--- src/rtl/moving_average_n.sv ---
// moving_average_n: streaming moving-average filter over the last 2**LOG2_DEPTH
// accepted signed samples. Circular buffer plus running sum, one-cycle latency,
// selectable floor/round-half-up, optional warm-up suppression and sync clear.
//
// Handshake: in_valid qualifies in_data for exactly one cycle and is always
// accepted (no backpressure). out_valid is a one-cycle pulse that follows each
// accepted sample, except that clear/reset discards the sample and, with
// FILL_MODE=1, the pulse is suppressed until the window holds DEPTH samples.
// out_data holds its last value while out_valid is low.
module moving_average_n #(
  parameter int WIDTH      = 8,
  parameter int LOG2_DEPTH = 2,
  parameter int ROUND      = 0,
  parameter int FILL_MODE  = 0
) (
  input  logic                    system1000,
  input  logic                    system1000_rst,
  input  logic                    clear,
  input  logic                    in_valid,
  input  logic signed [WIDTH-1:0] in_data,
  output logic                    out_valid,
  output logic signed [WIDTH-1:0] out_data,
  output logic                    full
);

  localparam int DEPTH = 1 << LOG2_DEPTH;
  localparam int SW    = WIDTH + LOG2_DEPTH;      // running-sum width
  localparam int AW    = SW + 1;                  // averaging width (room for rounding add)
  localparam int CW    = LOG2_DEPTH + 1;          // fill counter width, counts 0..DEPTH
  localparam int RSH   = (LOG2_DEPTH > 0) ? LOG2_DEPTH - 1 : 0;

  localparam logic [CW-1:0]        CNT_MAX = CW'(DEPTH);
  // Half an LSB of the output; zero for floor mode or a single-entry window.
  localparam logic signed [AW-1:0] RND     = (ROUND != 0 && LOG2_DEPTH > 0) ?
                                             (AW'(1) <<< RSH) : AW'(0);

  logic signed [WIDTH-1:0] mem [DEPTH];
  logic [LOG2_DEPTH-1:0]   wr_ptr;
  logic [CW-1:0]           cnt;
  logic [CW-1:0]           cnt_next;
  logic signed [SW-1:0]    sum;
  logic signed [SW-1:0]    sum_next;
  logic signed [AW-1:0]    avg_full;
  logic signed [WIDTH-1:0] avg;
  logic                    window_full_next;

  // Next running sum, fill count and window average for a sample accepted now.
  always_comb begin
    sum_next         = sum + SW'(in_data) - SW'(mem[wr_ptr]);
    cnt_next         = (cnt == CNT_MAX) ? cnt : cnt + CW'(1);
    window_full_next = (cnt_next == CNT_MAX);
    // The mean of WIDTH-bit samples always fits WIDTH bits, so truncation is exact.
    avg_full         = (AW'(sum_next) + RND) >>> LOG2_DEPTH;
    avg              = avg_full[WIDTH-1:0];
  end

  // Window state and registered outputs; reset and clear both flush everything.
  always_ff @(posedge system1000) begin
    if (system1000_rst || clear) begin
      for (int i = 0; i < DEPTH; i++) mem[i] <= '0;
      sum       <= '0;
      wr_ptr    <= '0;
      cnt       <= '0;
      out_data  <= '0;
      out_valid <= 1'b0;
      full      <= 1'b0;
    end else if (in_valid) begin
      mem[wr_ptr] <= in_data;
      sum         <= sum_next;
      wr_ptr      <= wr_ptr + LOG2_DEPTH'(1);
      cnt         <= cnt_next;
      full        <= window_full_next;
      out_data    <= avg;
      out_valid   <= (FILL_MODE == 0) || window_full_next;
    end else begin
      out_valid <= 1'b0;
    end
  end

endmodule
--- config.mk ---
export PLATFORM = sky130hd
export DESIGN_NAME = moving_average_n
export DESIGN_NICKNAME = d
export VERILOG_FILES = /design/src/rtl/moving_average_n.sv
export SDC_FILE = /design/constraint.sdc
export NUM_CORES = 1
export LEC_CHECK = 0
export CAP_MARGIN = 15
export CORE_MARGIN = 2
export CORE_UTILIZATION = 59
export CTS_CLUSTER_SIZE = 20
export DETAILED_ROUTE_END_ITERATION = 16
export PLACE_DENSITY = 0.8
export SLEW_MARGIN = 20
export SYNTH_ARGS = -nofsm -noshare
export SYNTH_HDL_FRONTEND = slang
export SYNTH_SLANG_ARGS = --single-unit
export TNS_END_PERCENT = 20
--- constraint.sdc ---
create_clock -name system1000 -period 6.4 [get_ports system1000]
set_clock_uncertainty 0.1 [all_clocks]
set_input_delay 1.28 -clock system1000 [delete_from_list [all_inputs] [get_ports system1000]]
set_output_delay 1.28 -clock system1000 [all_outputs]
set_load 0.1 [all_outputs]
==> impl_metrics.prom <==
# TYPE chip_impl_metric gauge
chip_impl_info{name="status",value="completed"} 1
chip_impl_metric{name="cts_h_tree_depth",unit=""} 2
chip_impl_metric{name="cts_resized",unit=""} 0
chip_impl_metric{name="avgSynthCellArea",unit="µm²"} 11.0
chip_impl_metric{name="finalSetupViolations",unit=""} 0
chip_impl_metric{name="synthCells",unit=""} 262
chip_impl_metric{name="yosys.area.top_type_share",unit="%"} 33.4
chip_impl_metric{name="synth_nets",unit=""} 296
chip_impl_metric{name="route.met3.wl",unit="µm"} 238
chip_impl_metric{name="power.share.switching",unit="%"} 34.7
chip_impl_metric{name="synth_seq_area_share",unit="%"} 46.7
chip_impl_metric{name="cts_inserted_buffers",unit=""} 5
chip_impl_metric{name="timing.critical_path.arrival",unit="ns"} 4.02
chip_impl_metric{name="routedLengthMet1",unit="µm"} 2290
chip_impl_info{name="tritoncts_clock_tree",value="yes"} 1
chip_impl_metric{name="period_share",unit="%"} 64.6
chip_impl_metric{name="cts.clk_slew.worst_paths",unit="ns"} 0.09
chip_impl_info{name="netlist_top_cells_area",value="sky130_fd_sc_hd__edfxtp_1 33%, sky130_fd_sc_hd__dfxtp_1 13%, sky130_fd_sc_hd__fa_1 6.3%"} 1
chip_impl_metric{name="port_buffers",unit=""} 21
chip_impl_metric{name="synth_async_sr_flop_share",unit="%"} 0
chip_impl_metric{name="post_layout_worst_setup_margin",unit="ns"} 2.27
chip_impl_metric{name="clock_power_share",unit="%"} 22.5
chip_impl_metric{name="rows",unit=""} 25
chip_impl_metric{name="synth-edff-count",unit=""} 32
chip_impl_metric{name="die_w",unit="µm"} 73.8
chip_impl_metric{name="timing.final.hold_violations",unit=""} 0
chip_impl_metric{name="mux_contribution_to_synthesized_area",unit="%"} 9.45
chip_impl_metric{name="drive_above_1_share",unit="%"} 8.79
chip_impl_metric{name="total_switching_power",unit="µW"} 294
chip_impl_metric{name="io_pins",unit=""} 22
chip_impl_metric{name="antenna_violating_nets_left",unit=""} 0
chip_impl_metric{name="first_pass_grt_wire_length",unit="µm"} 8830
chip_impl_metric{name="floorplan.core_area",unit="µm²"} 4720
chip_impl_info{name="critical_path.reg2reg.endpoint",value="out_data[7]$_SDFFE_PP0P_"} 1
chip_impl_metric{name="worstMarginPinSlew",unit="ns"} 0.968
chip_impl_metric{name="power_density_cells",unit="nW/µm²"} 269
chip_impl_metric{name="critPathMaxStageDelay",unit="ns"} 0.72
chip_impl_metric{name="dieArea",unit="µm²"} 5440
chip_impl_metric{name="ir_worst_vdd",unit="mV"} 0.204
chip_impl_metric{name="grt_usage",unit="%"} 22.0
chip_impl_metric{name="synthesis.area",unit="µm²"} 2870
chip_impl_info{name="kind_of_start_point_of_the_critical_path",value="input pin"} 1
chip_impl_metric{name="synth_compound_area_share",unit="%"} 5.44
chip_impl_metric{name="cp_data_required_time",unit="ns"} 6.28
chip_impl_metric{name="hold_ws",unit="ns"} 0.386
chip_impl_metric{name="clock_latency",unit="ns"} 0.31
chip_impl_info{name="synth_top_family_by_area",value="simple AND/OR/NAND/NOR gates"} 1
chip_impl_metric{name="cts_hold_buf",unit=""} 0
chip_impl_metric{name="dr_total_vias",unit=""} 1833
chip_impl_metric{name="area_growth",unit="%"} 9.84
chip_impl_metric{name="drt_iter0_drcs",unit=""} 118
chip_impl_info{name="post-synth-top-area-cell",value="sky130_fd_sc_hd__edfxtp_1"} 1
chip_impl_info{name="worst_hold_path_type",value="flip-flop to flip-flop"} 1
chip_impl_metric{name="fin_nets",unit=""} 306
chip_impl_metric{name="gr_ovfl_total",unit=""} 0
chip_impl_info{name="path_cells",value="clkdlybuf4s50_1 > nor2_1 > nand2_1 > nor3b_1 > nand2b_1"} 1
chip_impl_metric{name="die_h",unit="µm"} 73.8
chip_impl_info{name="most_instantiated_flip_flop_cell_in_the_synthesis_netlist",value="sky130_fd_sc_hd__edfxtp_1"} 1
chip_impl_metric{name="grt_pass1_vias",unit=""} 1859
chip_impl_metric{name="synth_area_in_simple_gates",unit="%"} 14.6
chip_impl_metric{name="detailedPlace.worstSlack",unit="ns"} 1.92
chip_impl_metric{name="report.final.slew_viol_count",unit=""} 0
chip_impl_metric{name="fmax",unit="MHz"} 242
chip_impl_metric{name="power.combinational.fraction",unit="%"} 32.4
chip_impl_metric{name="drt_pre_antenna_iters",unit=""} 4
chip_impl_metric{name="wl_met2",unit="µm"} 2610
chip_impl_metric{name="route.detailed.vias_per_inst",unit=""} 5.39
chip_impl_metric{name="gp_congestion",unit=""} 0.877
chip_impl_info{name="timing.critical_path.slowest_stage_cell",value="sky130_fd_sc_hd__nor3b_1"} 1
chip_impl_metric{name="post_synth_fa_ha_maj_area_fraction",unit="%"} 11.9
chip_impl_info{name="grt_setup_unrepaired",value="false"} 1
chip_impl_info{name="ctsRootBufferMaster",value="sky130_fd_sc_hd__clkbuf_8"} 1
chip_impl_metric{name="antenna_violations_before_repair",unit=""} 0
chip_impl_metric{name="timing.slew.headroom",unit="%"} 35.3
chip_impl_info{name="hold_start",value="sum[1]$_SDFFE_PP0P_"} 1
chip_impl_metric{name="max-clock-path-buffers",unit=""} 2
chip_impl_metric{name="initial_utilization",unit="%"} 60.8
chip_impl_info{name="route.top_layer_used",value="met4"} 1
chip_impl_metric{name="grt_max_degree",unit=""} 21
chip_impl_metric{name="min_delay_path_depth",unit=""} 2
chip_impl_metric{name="seq_power_share",unit="%"} 45.1
chip_impl_metric{name="setup-tns-final",unit="ns"} 0
chip_impl_metric{name="detailedPlacementHpwl",unit="µm"} 3830
chip_impl_metric{name="setup_fix_buffers_added_after_clock_tree_synthesis",unit=""} 0
chip_impl_metric{name="wl_cell",unit="µm"} 15.4
chip_impl_metric{name="synthDistinctLibCells",unit=""} 42
chip_impl_metric{name="timing.reg2reg.setup_slack",unit="ns"} 2.90
chip_impl_metric{name="total_wire_length_after_detailed_routing",unit="µm"} 5230
chip_impl_metric{name="clock-sinks",unit=""} 51
chip_impl_info{name="end_kind",value="flip-flop"} 1
chip_impl_info{name="critPathKind",value="input pin to flip-flop"} 1
chip_impl_metric{name="total_leakage_power",unit="µW"} 0.00133
chip_impl_metric{name="max_cap_violations",unit=""} 0
chip_impl_metric{name="period_needed",unit="ns"} 4.14
chip_impl_metric{name="cp_max_fo",unit=""} 20
chip_impl_metric{name="drc",unit=""} 0
chip_impl_metric{name="internal-power",unit="µW"} 554
chip_impl_metric{name="synth-xor-area-share",unit="%"} 2.74
chip_impl_metric{name="reg2reg_depth",unit=""} 10
chip_impl_metric{name="yosysWarnings",unit=""} 0
chip_impl_info{name="min_to",value="sum[1]$_SDFFE_PP0P_"} 1
chip_impl_metric{name="antenna_cells",unit=""} 0
chip_impl_metric{name="synth.ff_latch_count",unit=""} 51
[cell families (layout without fill, tap and decap cells)]
logic type,count (synthesis),after routing
flip-flops,51,51
XOR/XNOR,9,9
adder cells (fa/ha/maj),22,22
multiplexers,17,17
buffers and inverters,60,71
AND/OR/NAND/NOR,80,80
AO/OA/AOI/OAI,23,23
[cell usage after synthesis (2+ instances only)]
| master | n |
|---|---|
| sky130_fd_sc_hd__a21o_1 | 4 |
| sky130_fd_sc_hd__a21oi_1 | 6 |
| sky130_fd_sc_hd__a31oi_1 | 2 |
| sky130_fd_sc_hd__and2_1 | 17 |
| sky130_fd_sc_hd__buf_1 | 3 |
| sky130_fd_sc_hd__buf_2 | 2 |
| sky130_fd_sc_hd__buf_4 | 9 |
| sky130_fd_sc_hd__clkbuf_1 | 5 |
| sky130_fd_sc_hd__dfxtp_1 | 19 |
| sky130_fd_sc_hd__edfxtp_1 | 32 |
| sky130_fd_sc_hd__fa_1 | 9 |
| sky130_fd_sc_hd__ha_1 | 13 |
| sky130_fd_sc_hd__inv_1 | 41 |
| sky130_fd_sc_hd__mux2i_1 | 8 |
| sky130_fd_sc_hd__mux4_2 | 8 |
| sky130_fd_sc_hd__nand2_1 | 10 |
| sky130_fd_sc_hd__nand2b_1 | 4 |
| sky130_fd_sc_hd__nand3_1 | 4 |
| sky130_fd_sc_hd__nor2_1 | 22 |
| sky130_fd_sc_hd__nor2b_1 | 2 |
| sky130_fd_sc_hd__nor3_1 | 5 |
| sky130_fd_sc_hd__nor3b_1 | 2 |
| sky130_fd_sc_hd__nor4_1 | 7 |
| sky130_fd_sc_hd__o21ai_0 | 2 |
| sky130_fd_sc_hd__o21ai_1 | 2 |
| sky130_fd_sc_hd__xnor2_1 | 3 |
| sky130_fd_sc_hd__xor2_1 | 6 |
[critical path: cells and delay by family]
family | cells | cell delay, ns
simple gates | 4 | 2.31
buf+inv | 1 | 0.43
[worst max-delay path by stage]
stage / slack (ns) / end / start / cells after the start
after global placement: 2.05 / mem[2][1]$_SDFFCE_PN0P_ / clear / 5
after CTS: 2.27 / mem[2][3]$_SDFFCE_PN0P_ / clear / 5
after floorplan: 2.91 / out_data[7]$_SDFFE_PP0P_ / in_data[6] / 10
after detailed placement: 1.92 / mem[2][2]$_SDFFCE_PN0P_ / clear / 5
final: 2.27 / mem[1][2]$_SDFFCE_PN0P_ / clear / 5
after global routing: 1.98 / mem[1][6]$_SDFFCE_PN0P_ / clear / 5
[power by group through the flow]
stage	Combinational, µW	Clock, µW	Sequential (µW)
6_report	275	191	383
3_5_place_dp	272	0	391
4_1_cts	276	194	383
2_1_floorplan	228	0	385
3_3_place_gp	268	0	390
5_1_grt	308	206	386
[stage by stage]
step	cell area [µm²]	util, %	std cells	power (µW)
final	3160	66.8	340	849
after CTS	3160	66.8	340	853
after detailed placement	3070	64.9	332	663
after floorplan	2870	-	262	613
after global routing	3160	66.8	340	899
after global placement	3070	64.9	332	658
[layout by cell type (no fill, tap or decap), types with 3 or more instances in the layout]
cell and count:
sky130_fd_sc_hd__inv_1 41, sky130_fd_sc_hd__edfxtp_1 32, sky130_fd_sc_hd__nor2_1 22, sky130_fd_sc_hd__clkdlybuf4s50_1 21, sky130_fd_sc_hd__dfxtp_1 19, sky130_fd_sc_hd__and2_1 17
sky130_fd_sc_hd__ha_1 13, sky130_fd_sc_hd__nand2_1 10, sky130_fd_sc_hd__fa_1 9, sky130_fd_sc_hd__mux4_2 8, sky130_fd_sc_hd__mux2i_1 8, sky130_fd_sc_hd__nor4_1 7
sky130_fd_sc_hd__xor2_1 6, sky130_fd_sc_hd__a21oi_1 6, sky130_fd_sc_hd__nor3_1 5, sky130_fd_sc_hd__clkbuf_8 5, sky130_fd_sc_hd__nand2b_1 4, sky130_fd_sc_hd__nand3_1 4
sky130_fd_sc_hd__a21o_1 4, sky130_fd_sc_hd__xnor2_1 3
[area by class of cell]
cell class | count | area (µm²)
sequential | 51 | 1340
multi-input combinational | 151 | 1270
clock inverter | 2 | 16.3
clock buffer | 6 | 72.6
timing repair buffer | 22 | 218
tap | 67 | 83.8
fill | 376 | 1570
inverter | 41 | 154
[per-layer routing]
layer	GRT usage [%]	vias up
met3	4.80	11
met5	0	-
met4	7.07	0
met1	29.3	872
li1	-	896
met2	35.9	54
[state kept, by name (all words and copies together), names as in the netlist, named ones only]
name and count:
cnt 3, mem 32, sum 2, full 1, wr_ptr 2, out_valid 1
out_data 8
Note: power is estimated with default switching activity, not from simulation.
